==> src/rtl/pkt_framer_pkg.sv <==
// Shared definitions for the packet framer and the downstream packet checker.
package pkt_framer_pkg;

  // Framer FSM states; the checker decodes the same encodings.
  typedef enum logic [1:0] {
    IDLE   = 2'd0,
    FIRST  = 2'd1,
    STREAM = 2'd2
  } fr_state_t;

  // Marker carried in the least significant word of every good beat.
  localparam logic [3:0] LSW_MARKER = 4'hF;

endpackage

==> src/rtl/pkt_framer_pay_fifo.sv <==
// Synchronous payload FIFO with async active-high reset.
// Pointers carry one extra wrap bit so full and empty are distinguishable.
module pay_fifo #(
  parameter int WIDTH = 8,
  parameter int DEPTH = 4
) (
  input  logic             clk,
  input  logic             reset,
  input  logic             push,
  input  logic             pop,
  input  logic [WIDTH-1:0] wr_data,
  output logic [WIDTH-1:0] rd_data,
  output logic             full,
  output logic             empty
);

  localparam int AW = $clog2(DEPTH);

  logic [WIDTH-1:0] mem [DEPTH];
  logic [AW:0]      wr_ptr;
  logic [AW:0]      rd_ptr;
  logic             do_push;
  logic             do_pop;

  assign do_push = push & ~full;
  assign do_pop  = pop & ~empty;

  assign empty   = (wr_ptr == rd_ptr);
  assign full    = (wr_ptr[AW] != rd_ptr[AW]) && (wr_ptr[AW-1:0] == rd_ptr[AW-1:0]);
  assign rd_data = mem[rd_ptr[AW-1:0]];

  // Pointer update; reset empties the FIFO.
  always_ff @(posedge clk or posedge reset) begin
    if (reset) begin
      wr_ptr <= '0;
      rd_ptr <= '0;
    end else begin
      if (do_push) wr_ptr <= wr_ptr + (AW+1)'(1);
      if (do_pop)  rd_ptr <= rd_ptr + (AW+1)'(1);
    end
  end

  // Storage write; contents need no reset since the pointers gate them.
  always_ff @(posedge clk) begin
    if (do_push) mem[wr_ptr[AW-1:0]] <= wr_data;
  end

endmodule

==> src/rtl/pkt_framer.sv <==
// Packet framer: buffers payload words and frames each one as
// {sequence, payload, marker}, with one-shot error injection for the checker.
module pkt_framer
  import pkt_framer_pkg::*;
#(
  parameter  int BUS_SIZE   = 16,
  parameter  int WORD_SIZE  = 4,
  parameter  int FIFO_DEPTH = 4,
  localparam int WORD_NUM   = BUS_SIZE / WORD_SIZE,
  localparam int PAY_SIZE   = (WORD_NUM - 2) * WORD_SIZE
) (
  input  logic                clk,
  input  logic                reset,
  input  logic                enable,
  input  logic [PAY_SIZE-1:0] pay_data_in,
  input  logic                pay_valid,
  output logic                pay_ready,
  input  logic                inj_f_err,
  input  logic                inj_seq_err,
  output logic [BUS_SIZE-1:0] bus_data_out,
  output logic                out_valid,
  input  logic                out_ready,
  output logic                first_pkt,
  output logic [1:0]          state_out,
  output logic [7:0]          pkt_count
);

  localparam logic [WORD_SIZE-1:0] LSW_OK = WORD_SIZE'(LSW_MARKER);

  fr_state_t             state_q, state_d;
  logic [PAY_SIZE-1:0]   fifo_data;
  logic                  fifo_full;
  logic                  fifo_empty;
  logic                  push;
  logic                  load;
  logic                  xfer;
  logic                  out_free;
  logic                  f_pend;
  logic                  s_pend;
  logic [WORD_SIZE-1:0]  seq_q;
  logic [WORD_SIZE-1:0]  seq_used;
  logic [WORD_SIZE-1:0]  lsw;

  assign pay_ready = ~fifo_full;
  assign push      = pay_valid & ~fifo_full;
  assign xfer      = out_valid & out_ready;
  assign out_free  = ~out_valid | out_ready;
  assign load      = enable & ~fifo_empty & out_free;
  assign seq_used  = s_pend ? seq_q + WORD_SIZE'(1) : seq_q;
  assign lsw       = f_pend ? '0 : LSW_OK;
  assign state_out = state_q;

  pay_fifo #(
    .WIDTH (PAY_SIZE),
    .DEPTH (FIFO_DEPTH)
  ) u_fifo (
    .clk     (clk),
    .reset   (reset),
    .push    (push),
    .pop     (load),
    .wr_data (pay_data_in),
    .rd_data (fifo_data),
    .full    (fifo_full),
    .empty   (fifo_empty)
  );

  // FSM state register.
  always_ff @(posedge clk or posedge reset) begin
    if (reset) state_q <= IDLE;
    else       state_q <= state_d;
  end

  // Next state: a load advances IDLE->FIRST->STREAM; disabling with an
  // empty output register returns to IDLE.
  always_comb begin
    state_d = state_q;
    unique case (state_q)
      IDLE:   if (load) state_d = FIRST;
      FIRST: begin
        if (load)                       state_d = STREAM;
        else if (!enable && (!out_valid || xfer)) state_d = IDLE;
      end
      STREAM: if (!enable && (!out_valid || xfer)) state_d = IDLE;
      default: state_d = IDLE;
    endcase
  end

  // Output register: load a framed beat, drop valid after a transfer, else hold.
  always_ff @(posedge clk or posedge reset) begin
    if (reset) begin
      bus_data_out <= '0;
      out_valid    <= 1'b0;
      first_pkt    <= 1'b0;
    end else if (load) begin
      bus_data_out <= {seq_used, fifo_data, lsw};
      out_valid    <= 1'b1;
      first_pkt    <= (state_q == IDLE);
    end else if (xfer) begin
      out_valid    <= 1'b0;
      first_pkt    <= 1'b0;
    end
  end

  // Sequence counter: advances past the value used, restarts on entering IDLE.
  always_ff @(posedge clk or posedge reset) begin
    if (reset)                                    seq_q <= '0;
    else if (load)                                seq_q <= seq_used + WORD_SIZE'(1);
    else if (state_d == IDLE && state_q != IDLE)  seq_q <= '0;
  end

  // Injection flags: a pulse coinciding with a load is kept for the next beat.
  always_ff @(posedge clk or posedge reset) begin
    if (reset) begin
      f_pend <= 1'b0;
      s_pend <= 1'b0;
    end else if (load) begin
      f_pend <= inj_f_err;
      s_pend <= inj_seq_err;
    end else begin
      f_pend <= f_pend | inj_f_err;
      s_pend <= s_pend | inj_seq_err;
    end
  end

  // Count of transferred beats, wrapping at 8 bits.
  always_ff @(posedge clk or posedge reset) begin
    if (reset)     pkt_count <= '0;
    else if (xfer) pkt_count <= pkt_count + 8'd1;
  end

endmodule

==> config.mk <==
export PLATFORM = sky130hd
export DESIGN_NAME = pkt_framer
export DESIGN_NICKNAME = d
export VERILOG_FILES = /design/src/rtl/pkt_framer_pkg.sv /design/src/rtl/pkt_framer_pay_fifo.sv /design/src/rtl/pkt_framer.sv
export SDC_FILE = /design/constraint.sdc
export NUM_CORES = 1
export LEC_CHECK = 0
export ABC_AREA = 1
export BUFFER_PORTS_ARGS = -buffer_cell sky130_fd_sc_hd__buf_2
export CORE_MARGIN = 1
export CORE_UTILIZATION = 50
export DETAILED_ROUTE_END_ITERATION = 8
export PLACE_DENSITY = 0.82
export SETUP_SLACK_MARGIN = 0.1
export SLEW_MARGIN = 20
export SYNTH_ARGS = -nofsm -noshare
export SYNTH_HDL_FRONTEND = slang
export SYNTH_HIERARCHICAL = 1
export SYNTH_SLANG_ARGS = --single-unit
==> constraint.sdc <==
create_clock -name clk -period 3.2 [get_ports clk]
set_input_delay 0.8 -clock clk [delete_from_list [all_inputs] [get_ports clk]]
set_output_delay 0.8 -clock clk [all_outputs]
set_load 0.02 [all_outputs]
==> results.cfg <==
[run_status]
outcome = completed

[clock_network]
cts_tree = built
cts_setup_buffers = 0
clock_sinks = 69
clockBufferDepth = 2
path_clk_slew_ns = 0.07
clk_latency_ns = 0.34
htree_num_levels = 3
ctsRootBufferMaster = clkbuf_8
hold_buffers = 0
post_cts_resized = 0
numCtsBuffers = 9

[setup_path]
cp-end-kind = primary output
worstSetupPathType = register to primary output
crit_arrival_ns = 1.72
cpPeakStageDelay_ns = 0.76
crit_required_ns = 2.40
path_cells = xnor2_4, nand3_4, inv_1, inv_1, buf_2
worst_path_max_delay_cell = dfrtp_1
start_kind = register
worstPathMaxFanout = 20
cpMostUsedCell = inv_1

[synth]
ys_async_sr_fraction_pct = 53.6
synth_cell_types = 30
syn_area_per_cell_um2 = 10.2
ys_warn_count = 6
syn_nets = 331
synth_flop_cell = dfrtp_1
synth_cells = 308
synth-seq-area-share_pct = 60.2
synthesis.area_um2 = 3130
synth_edf_count = 32
ys_seq_elements = 69

[die]
initial_utilization_pct = 52.3
core.rowCount = 28
fp.dieH_um = 81.2
die_area_um2 = 6590
die_w_um = 81.2
boundaryPins = 44
core_um2 = 5990

[grt]
grt_usage_pct = 19.1
grt_start_max_net_pins = 32
overflow = 0
antenna_found_initial = 0
grt_pass1_wl_um = 9190
grt_pass1_vias = 1999

[cells_and_area]
seq_area_um2 = 1890
layout.nets = 377
num_antenna_cells = 0
nFillCells = 496
drive_gt1_share_pct = 22.8
multi_input_area_um2 = 1050
syn_to_final_growth_pct = 13.9

[timing]
max_freq_mhz = 396
worst_slack_ns = 0.678
worst_pin_slew_ns = 0.676
finClkSkew_ns = 0.00774
slew_violations = 0
finalCriticalPeriod_ns = 2.52
setup_viol = 0
rsz0062_at_grt = no
hold_violations = 0
timing.hold.ws_ns = 0.374
relSlewSlack_pct = 54.8
period_share_pct = 78.8
finalSetupTns_ns = 0

[route]
final_antenna_net_count = 0
vias_per_cell = 5.03
drt-initial-drc-count = 89
vias = 2184
drc = 0
dr.pass1.iters = 4
wl_um = 5720
wl_per_cell_um = 13.2

[power]
p_leak_nw = 1.71
ir_worst_vdd_v = 0.000572
powerDensity_nw_per_um2 = 1000

[placement]
portBuffers = 43
place.gp.congestion = 0.748
dp_hpwl_um = 4130
pre_cts_ws_ns = 0.761

[job]
max_cap_violations = 0

[worst_hold_path]
hold_class = input port to asynchronous set/reset pin
## layout by cell type, fill, tap and decap left out, types with 2 or more instances in the layout
cell        netlist  final
inv_1            28     28
nor2_4            2      2
xor2_1            6      6
o21ai_1           3      3
ha_1              8      8
xnor2_1           2      2
o22ai_1           8      8
a31oi_1           2      2
o21ai_0          19     19
clkinvlp_4        0      2
nor2_1           35     35
nand2_1          74     74
nor2_2            3      3
buf_2             2     43
clkbuf_8          0      9
nand3_1          16     16
clkinv_1          1      3
nand2_2           7      7
a21o_1            2      2
inv_2             5      5
nand3_2           2      2
edfxtp_1         32     32
dfrtp_1          37     37
## registers in the layout, summed over array words and instances (netlist names)
| name | cells |
|---|---|
| pkt_count | 8 |
| first_pkt | 1 |
| s_pend | 1 |
| u_fifo/rd_ptr | 3 |
| out_valid | 1 |
| u_fifo/mem | 32 |
| u_fifo/wr_ptr | 3 |
| f_pend | 1 |
| state_out | 2 |
| bus_data_out | 13 |
| seq_q | 4 |
## worst max-delay path, delay by kind of cell (launching register included)
kind / cells / cell delay (ns)
AND/OR/NAND/NOR: 1 / 0.13
buffers and inverters: 3 / 0.29
flip-flops: 1 / 0.76
XOR/XNOR: 1 / 0.20
## report_power, final
part / switching (mW) / internal [mW]
registers: 0.251 / 1.23
logic: 0.923 / 0.484
clock network: 0.325 / 0.354
total: 1.50 / 2.07
## routing by layer
| metal | up-vias | global-route usage [%] | share of wire [%] |
|---|---|---|---|
| li1 | 1093 | - | - |
| met1 | 1014 | 24.6 | 47 |
| met2 | 65 | 30.7 | 46 |
| met3 | 12 | 3.82 | 4.4 |
| met4 | 0 | 9.64 | 1.9 |
| met5 | - | 0 | 0 |
## area by class of cell
type	count	area share, %
clock buffers	9	3.47
clock inverters	7	1.86
inverters	34	3.58
multi-input cells	196	29.4
flip-flops and latches	69	52.9
well taps	75	2.63
repair buffers	44	6.24
## cells by family after synthesis
group | after synthesis | synth area share [%]
AND/OR/NAND/NOR | 142 | 20.4
XOR/XNOR | 9 | 3.12
adder cells (fa/ha/maj) | 8 | 3.20
multiplexers | 1 | 0.359
AO/OA/AOI/OAI | 36 | 6.39
buffers and inverters | 43 | 6.31
flip-flops | 69 | 60.2
## Yosys cell counts, drive strengths merged, types with 2 or more instances
master | instances | area (um2)
nand3 | 19 | 118
buf | 9 | 70.1
o21ai | 22 | 110
dfrtp | 37 | 926
nand2 | 82 | 333
ha | 8 | 100
inv | 33 | 124
xnor2 | 3 | 45.1
a21o | 2 | 15.0
nor2 | 40 | 173
a31oi | 2 | 12.5
o22ai | 8 | 50.1
xor2 | 6 | 52.6
edfxtp | 32 | 961
## final timing paths
kind | start | end | slack (ns) | depth (start not counted)
setup / recovery | u_fifo/rd_ptr[0] | pay_ready | 0.68 | 5
hold / removal | reset | u_fifo/rd_ptr[1] | 0.37 | 2
max in group asynchronous | reset | bus_data_out[9] | 2.39 | 3
hold reg to reg | bus_data_out[6] | bus_data_out[6] | 0.48 | 2
min in group clk | bus_data_out[6] | bus_data_out[6] | 0.48 | 2
setup reg to reg | u_fifo/rd_ptr[0] | u_fifo/mem[2][6] | 0.75 | 6
## metrics by stage
step           std cells  total power [mW]  utilization (%)  area [um2]
2_1_floorplan        308              2.56                -        3130
3_3_place_gp         418              2.83             56.4        3380
3_5_place_dp         418              2.91             56.4        3380
4_1_cts              434              3.60             59.6        3570
5_1_grt              434              3.84             59.6        3570
6_report             434              3.57             59.6        3570
Power figures use the tool's default switching activity.
